## src/rtl/mult_pkg.sv

```systemverilog
// Shared constants and helpers for the nibble-array unsigned multiplier.
//   NIBBLE        : width of one partial-product operand slice
//   DEFAULT_WIDTH : default operand width of the top-level multiplier
//   prod_width()  : full product width for a given operand width
package mult_pkg;

    localparam int NIBBLE        = 4;
    localparam int DEFAULT_WIDTH = 16;

    // An unsigned w x w product never needs more than 2*w bits.
    function automatic int prod_width(input int w);
        return 2 * w;
    endfunction

endpackage

```

## src/rtl/mult_4x4_unsigned.sv

```systemverilog
// 4x4 unsigned combinational multiplier; the leaf cell of the nibble array.
// Ports:
//   a_i [3:0] : unsigned multiplicand nibble
//   b_i [3:0] : unsigned multiplier nibble
//   p_o [7:0] : full 8-bit product a_i * b_i
module mult_4x4_unsigned
    import mult_pkg::*;
(
    input  logic [NIBBLE-1:0]   a_i,
    input  logic [NIBBLE-1:0]   b_i,
    output logic [2*NIBBLE-1:0] p_o
);

    // Operands are widened first so the product is computed at 8 bits.
    assign p_o = {{NIBBLE{1'b0}}, a_i} * {{NIBBLE{1'b0}}, b_i};

endmodule

```

## src/rtl/multiplier_16x16_unsigned.sv

```systemverilog
// Unsigned WIDTH x WIDTH multiplier built from an array of 4x4 cells.
// The full product is presented combinationally on y and as a registered
// copy on y_q one clock later.
// Ports:
//   clk       : rising-edge clock for the output register
//   rst_n     : asynchronous, active-low reset of y_q / valid_out
//   a, b      : unsigned operands, WIDTH bits each
//   valid_in  : qualifies a/b for the registered path
//   y         : combinational product a*b, 2*WIDTH bits
//   y_q       : registered product, updated only when valid_in was high
//   valid_out : valid_in delayed by one clock
//
// Handshake: valid-only. valid_in high at a rising edge captures a*b into
// y_q and raises valid_out for the following cycle; there is no ready and
// no stall, so a new product can be accepted on every cycle. With valid_in
// low, y_q keeps its last value and valid_out drops.
module multiplier_16x16_unsigned
    import mult_pkg::*;
#(
    parameter int WIDTH = DEFAULT_WIDTH
) (
    input  logic                          clk,
    input  logic                          rst_n,
    input  logic [WIDTH-1:0]              a,
    input  logic [WIDTH-1:0]              b,
    input  logic                          valid_in,
    output logic [prod_width(WIDTH)-1:0]  y,
    output logic [prod_width(WIDTH)-1:0]  y_q,
    output logic                          valid_out
);

    localparam int N  = WIDTH / NIBBLE;
    localparam int PW = prod_width(WIDTH);

    // pp[i][j] = a nibble i times b nibble j
    logic [2*NIBBLE-1:0] pp [N][N];

    for (genvar i = 0; i < N; i++) begin : g_row
        for (genvar j = 0; j < N; j++) begin : g_col
            mult_4x4_unsigned u_cell (
                .a_i (a[NIBBLE*i +: NIBBLE]),
                .b_i (b[NIBBLE*j +: NIBBLE]),
                .p_o (pp[i][j])
            );
        end
    end

    // Shifted-add tree: each partial product is zero-extended to the full
    // product width before shifting, so carries out of a nibble position
    // are never lost.
    logic [PW-1:0] acc;

    always_comb begin
        acc = '0;
        for (int i = 0; i < N; i++) begin
            for (int j = 0; j < N; j++) begin
                acc = acc + ({{(PW-2*NIBBLE){1'b0}}, pp[i][j]} << (NIBBLE*(i+j)));
            end
        end
    end

    assign y = acc;

    // Output register: capture only on qualified cycles, hold otherwise.
    logic [PW-1:0] prod_q, prod_d;
    logic          valid_q, valid_d;

    always_comb begin
        prod_d  = valid_in ? acc : prod_q;
        valid_d = valid_in;
    end

    always_ff @(posedge clk or negedge rst_n) begin
        if (!rst_n) begin
            prod_q  <= '0;
            valid_q <= 1'b0;
        end else begin
            prod_q  <= prod_d;
            valid_q <= valid_d;
        end
    end

    assign y_q       = prod_q;
    assign valid_out = valid_q;

endmodule

```

## config.mk

```make
export PLATFORM = sky130hd
export DESIGN_NAME = multiplier_16x16_unsigned
export DESIGN_NICKNAME = d
export VERILOG_FILES = /design/src/rtl/mult_pkg.sv /design/src/rtl/mult_4x4_unsigned.sv /design/src/rtl/multiplier_16x16_unsigned.sv
export SDC_FILE = /design/constraint.sdc
export NUM_CORES = 1
export LEC_CHECK = 0
export ABC_CLOCK_PERIOD_IN_PS = 11000
export BUFFER_PORTS_ARGS = -buffer_cell sky130_fd_sc_hd__buf_2
export CORE_MARGIN = 4
export CORE_UTILIZATION = 45
export CTS_BUF_LIST = sky130_fd_sc_hd__clkbuf_16
export DETAILED_ROUTE_END_ITERATION = 10
export GPL_TIMING_DRIVEN = 1
export MAX_ROUTING_LAYER = met4
export PLACE_DENSITY = 0.75
export SLEW_MARGIN = 20
export SYNTH_ARGS = -nofsm -noshare
export SYNTH_HDL_FRONTEND = slang
export SYNTH_SLANG_ARGS = --single-unit
```

## constraint.sdc

```tcl
create_clock -name clk -period 11 [get_ports clk]
set_clock_uncertainty 0.1 [all_clocks]
set_input_delay 1.1 -clock clk [delete_from_list [all_inputs] [get_ports clk]]
set_output_delay 1.1 -clock clk [all_outputs]
set_load 0.005 [all_outputs]
```

* Yosys cells after proc, flatten, opt, wreduce, memory -nomap -nowiden
Index checks and enable logic that the tools add are counted.
** Operators by class
- Multiply operators :: 16
- Add/subtract/negate cells :: 15
** Operator list (count)
- $mul A4 B4 Y8 :: 16
- $add A32 B24 Y32 :: 2
- $add A32 B28 Y32 :: 2
- $add A32 B20 Y32 :: 1
- $add A32 B32 Y32 :: 1
- $add A26 B20 Y27 :: 1
- $add A25 B16 Y26 :: 1
- $add A24 B24 Y25 :: 1
- $add A23 B20 Y24 :: 1
- $add A22 B16 Y23 :: 1
- $add A21 B12 Y22 :: 1
- $add A17 B20 Y21 :: 1
- $add A13 B16 Y17 :: 1
- $add A8 B12 Y13 :: 1
** Storage, ports and cells
- Input port bits :: 35
- Flip-flop bits (word level) :: 33
- Logic and storage cells :: 33

* Depth between registers and ports, before layout
- Word-level depth :: 16
- Depth in mapped cells :: 39
- Depth with buffers taken out :: 37

* Modules after synthesis
From an unflattened synthesis, not the netlist that was laid out.
** Second synthesis, totals
- Cells, all modules :: 1298
- Area total of the unflattened synthesis :: 12106.6 um2
** Modules (own cells, without submodules)
- mult_4x4_unsigned (g_row[0].g_col[0].u_cell ...) :: area each 447.9 um2, sequential area each 0.0 um2, instances 12, cells each 51
- multiplier_16x16_unsigned :: area each 4874.7 um2, sequential area each 825.8 um2, instances 1, cells each 482
- mult_4x4_unsigned (g_row[3].g_col[0].u_cell ...) :: area each 464.2 um2, sequential area each 0.0 um2, instances 4, cells each 51

* Worst setup path after synthesis
No wires, ideal clock.
- Path type :: input -> output
- Start point :: in a[4]
- End point :: out y[29]
- Setup slack :: -0.251 ns
- Stages on the path :: 37
- Path buffers :: 2
- Data arrival time :: 10.051 ns
- Cells stage by stage :: clkbuf_1 nand2_1 fa_1 inv_1 fa_1 ha_1 a21o_1 a21oi_1 o21bai_1 a21oi_1 xor2_1 fa_1 inv_1 fa_1 ha_1 inv_1 fa_1 inv_1 ha_1 buf_6 and3_4 a22oi_2 and2_1 a21oi_2 o211a_1 a2111oi_1 fa_1 fa_1 fa_1 inv_1 ha_1 a21oi_1 o21ai_0 or3_1 o211ai_1 nand2_1 o311ai_1
** On the way
- Word-level cells in the longest chain between the ends :: 13
** Ends and longest elaborated chain
- start: declaration :: RTL line multiplier_16x16_unsigned.sv:24 : input logic [WIDTH-1:0] a,
- $mul A4 B4 Y8 :: RTL line mult_4x4_unsigned.sv:15 : assign p_o = {{NIBBLE{1'b0}}, a_i} * {{NIBBLE{1'b0}}, b_i};
- $add A21 B12 Y22 :: RTL line multiplier_16x16_unsigned.sv:57 : acc = acc + ({{(PW-2*NIBBLE){1'b0}}, pp[i][j]} << (NIBBLE*(i+j)));
- $add A22 B16 Y23 :: RTL line multiplier_16x16_unsigned.sv:57
- $add A23 B20 Y24 :: RTL line multiplier_16x16_unsigned.sv:57
- $add A24 B24 Y25 (*) :: RTL line multiplier_16x16_unsigned.sv:57
- $add A25 B16 Y26 (*) :: RTL line multiplier_16x16_unsigned.sv:57
- $add A26 B20 Y27 (*) :: RTL line multiplier_16x16_unsigned.sv:57
- $add A32 B24 Y32 (*) :: RTL line multiplier_16x16_unsigned.sv:57
- $add A32 B28 Y32 (*) :: RTL line multiplier_16x16_unsigned.sv:57
- $add A32 B20 Y32 (*) :: RTL line multiplier_16x16_unsigned.sv:57
- $add A32 B24 Y32 (*) :: RTL line multiplier_16x16_unsigned.sv:57
- $add A32 B28 Y32 (*) :: RTL line multiplier_16x16_unsigned.sv:57
- $add A32 B32 Y32 (*) :: RTL line multiplier_16x16_unsigned.sv:57
- end: declaration :: RTL line multiplier_16x16_unsigned.sv:27 : output logic [prod_width(WIDTH)-1:0] y,
Mark *: on every way between the ends. The rest lies on a longest branch, timed or not.

* Worst setup path in the final report
- Start point :: in b[1]
- End point :: out y[29]
** On the way
- Word-level cells in the longest chain between the ends :: 16
** Ends and longest elaborated chain
- start: declaration :: RTL line multiplier_16x16_unsigned.sv:25 : input logic [WIDTH-1:0] b,
- $mul A4 B4 Y8 :: RTL line mult_4x4_unsigned.sv:15
- $add A8 B12 Y13 :: RTL line multiplier_16x16_unsigned.sv:57
- $add A13 B16 Y17 :: RTL line multiplier_16x16_unsigned.sv:57
- $add A17 B20 Y21 :: RTL line multiplier_16x16_unsigned.sv:57
- $add A21 B12 Y22 :: RTL line multiplier_16x16_unsigned.sv:57
- $add A22 B16 Y23 :: RTL line multiplier_16x16_unsigned.sv:57
- $add A23 B20 Y24 :: RTL line multiplier_16x16_unsigned.sv:57
- $add A24 B24 Y25 :: RTL line multiplier_16x16_unsigned.sv:57
- $add A25 B16 Y26 :: RTL line multiplier_16x16_unsigned.sv:57
- $add A26 B20 Y27 :: RTL line multiplier_16x16_unsigned.sv:57
- $add A32 B24 Y32 :: RTL line multiplier_16x16_unsigned.sv:57
- $add A32 B28 Y32 :: RTL line multiplier_16x16_unsigned.sv:57
- $add A32 B20 Y32 (*) :: RTL line multiplier_16x16_unsigned.sv:57
- $add A32 B24 Y32 (*) :: RTL line multiplier_16x16_unsigned.sv:57
- $add A32 B28 Y32 (*) :: RTL line multiplier_16x16_unsigned.sv:57
- $add A32 B32 Y32 (*) :: RTL line multiplier_16x16_unsigned.sv:57
Marks and branches as above.

==> flow_metrics.tcl <==
set metrics [dict create \
    outcome "complete, but fails checks" \
    violations "negative setup slack" \
    synth-seq-cells 33 \
    synth-edff-count 0 \
    end_kind "output port" \
    drc 0 \
    ctsHoldBuffers 0 \
    critPathRequiredTime_ns 9.80 \
    netlist_instances 1410 \
    first_iter_violations 382 \
    grt_max_degree 42 \
    path_class "input port to output port" \
    min_period_over_period 1.01 \
    clock_sinks 33 \
    insertion_delay_ns 0.30 \
    clk_root_buffer_cell "clkbuf_16" \
    avgSynthCellArea_um2 8.75 \
    ys_seq_area_frac 0.0670 \
    grt_pass1_wl_um 53500 \
    nNetsFinal 2068 \
    h-tree-depth 2 \
    wl_per_cell_um 16.8 \
    setup_viol 3 \
    drv_cap 0 \
    via_count 10400 \
    hold_path.class "register to register" \
    dieHeight_um 174 \
    start_util 0.458 \
    rows 60 \
    cts-buffers-inserted 5 \
    rsz0062_at_grt "true" \
    area_growth_pct 23.2 \
    drive_above_1_share 0.247 \
    slew_violations 0 \
    synthTopCellsByArea "ha_1 (28%), fa_1 (21%), and2_1 (8.4%), inv_1 (8.0%), dfrtp_1 (6.7%)" \
    coreArea_um2 27000 \
    place_hpwl_um 25900 \
    via_per_inst 5.30 \
    worst_slew_pin_slew_ns 0.858 \
    cp-start-kind "input port" \
    fin_ws_ns -0.108 \
    routed_wl_um 33000 \
    grt_pass1_vias 11100 \
    dieArea_um2 30100 \
    synth_nets 1854 \
    crit_top_cell "fa_1" \
    slew_headroom 0.428 \
    finalInstanceArea_um2 15200 \
    maxClockFrequency_ghz 0.0900 \
    reg2reg_slack_ns 10.01 \
    synthArstFlopShare 1.00 \
    clk_path_buf_depth 2 \
    grt_usage 0.220 \
    die_x_um 174 \
    netlist_area_um2 12300 \
    port_buffers 99 \
    fillers 2229 \
    synthFlopType "dfrtp_1" \
    crit_path_top_delay_cell "fa_1" \
    antenna_found_initial 2 \
    place_congestion 0.963 \
    ios 100 \
    placed_cell_area_um2 14100 \
    slowest_delay_ns 0.53 \
    antenna_left 0 \
    period_minus_slack_ns 11.11 \
    ys_warn_count 0 \
    hold_viol_final 0 \
    path_max_fanout 4 \
    ys_types 62 \
    grt-ovfl-total 0 \
    post-synth-top-area-cell "ha_1" \
    crit_arrival_ns 9.91 \
    cts_tree "built" \
    synth_top_area_frac 0.281 \
    path_clk_slew_ns 0.06 \
    dr.pass1.iters 5 \
    utilization 0.564 \
]
-- cells in the final DEF (no fill, tap or decap), types with 5 or more instances in the layout --
master | synthesis | layout
inv_1 | 262 | 253
fa_2 | 0 | 6
a21oi_1 | 74 | 54
clkbuf_16 | 0 | 5
buf_4 | 0 | 136
mux2_2 | 24 | 24
a21oi_2 | 3 | 19
nand2_2 | 0 | 7
o21ai_0 | 13 | 6
o21bai_1 | 15 | 15
fa_1 | 132 | 126
ha_4 | 0 | 16
nor2_1 | 29 | 25
nand2b_1 | 10 | 9
ha_1 | 277 | 257
xor2_1 | 31 | 28
o211ai_1 | 6 | 6
and2_1 | 166 | 163
nand2_1 | 115 | 104
inv_2 | 0 | 10
xnor2_2 | 0 | 5
xnor2_1 | 52 | 47
a21o_1 | 39 | 38
nand3_1 | 10 | 8
dfrtp_1 | 33 | 33
buf_2 | 1 | 90
buf_6 | 1 | 16
o21ai_2 | 1 | 5
-- per-layer routing --
layer	wire, um	vias up	global-route usage
met1	13900	5130	0.269
met2	16600	264	0.380
met3	1850	48	0.0305
met5	0	-	-
met4	703	0	0.0622
li1	-	4985	-
-- metrics by stage --
stage / cells / setup WS [ns] / TNS [ns] / hold WS, ns
floorplan: 1410 / -0.0148 / -0.0148 / 0.398
global placement: 1934 / -0.453 / -2.88 / 0.383
detailed placement: 1934 / -0.549 / -4.49 / 0.390
CTS: 1952 / 0.0115 / 0 / 0.403
global route: 1968 / -0.447 / -2.69 / 0.427
finish: 1968 / -0.108 / -0.187 / 0.403
-- flip-flops by register name (all words and copies together) (netlist names) --
register	flops
y_q	32
valid_out	1
-- worst max-delay path, delay by kind of cell --
| kind | cells | cell delay (ns) |
|---|---|---|
| adders and majority gates | 12 | 4.92 |
| AOI/OAI and AO/OA | 13 | 2.44 |
| and+or+nand+nor | 3 | 0.52 |
| buffers and inverters | 7 | 0.50 |
| xor gates and xnor gates | 2 | 0.42 |
-- timing repair --
item / in CTS / in global routing
buffers inserted: 10 / 15
resized for setup: 83 / 85
setup endpoints to repair: 12 / 12
pin swaps: 82 / 69
-- final cells by class --
class | count | area [um^2] | area share
diodes | 2 | 5.00 | 0.000329
clock buffers | 5 | 125 | 0.00823
clock inverters | 3 | 37.5 | 0.00247
inverters | 263 | 987 | 0.0650
multi-input cells | 1074 | 11100 | 0.727
flip-flops and latches | 33 | 826 | 0.0543
well taps | 341 | 427 | 0.0281
repair buffers | 247 | 1740 | 0.114
-- cell usage after synthesis (5+ instances only) --
master	n
a21oi_1	74
and2_1	166
o21ai_0	13
a21o_1	39
inv_1	262
nand3_1	10
dfrtp_1	33
o211ai_1	6
xnor2_1	52
fa_1	132
a211oi_1	5
nand2_1	115
o21bai_1	15
nand2b_1	10
nor2b_1	5
nor2_1	29
mux2_2	24
xor2_1	31
ha_1	277
clkbuf_1	36
-- logic make-up (layout without fill, tap and decap cells) --
group                    after synthesis  in the layout  share of synthesized area
other                                  0              2                          0
buffers and inverters                303            518                     0.0929
AO/OA/AOI/OAI                        196            196                      0.108
AND/OR/NAND/NOR                      360            360                      0.154
flip-flops                            33             33                     0.0670
multiplexers                          26             26                     0.0235
XOR/XNOR                              83             83                     0.0590
adder cells (fa/ha/maj)              409            409                      0.495
-- path summary, 6_finish.rpt --
| check | startpoint | end | cells after the start |
|---|---|---|---|
| worst max-delay path | b[1] | y[29] | 37 |
| worst min-delay path | y_q[2] | y_q[2] | 1 |
| worst max register to register | y_q[11] | y_q[11] | 1 |
| worst min register to register | y_q[2] | y_q[2] | 1 |
| max in group asynchronous | rst_n | y_q[4] | 1 |
| min in group asynchronous | rst_n | y_q[17] | 1 |
Power is not shown: default switching activity piles up to over one toggle a cycle in this logic, so the estimate is an artifact.
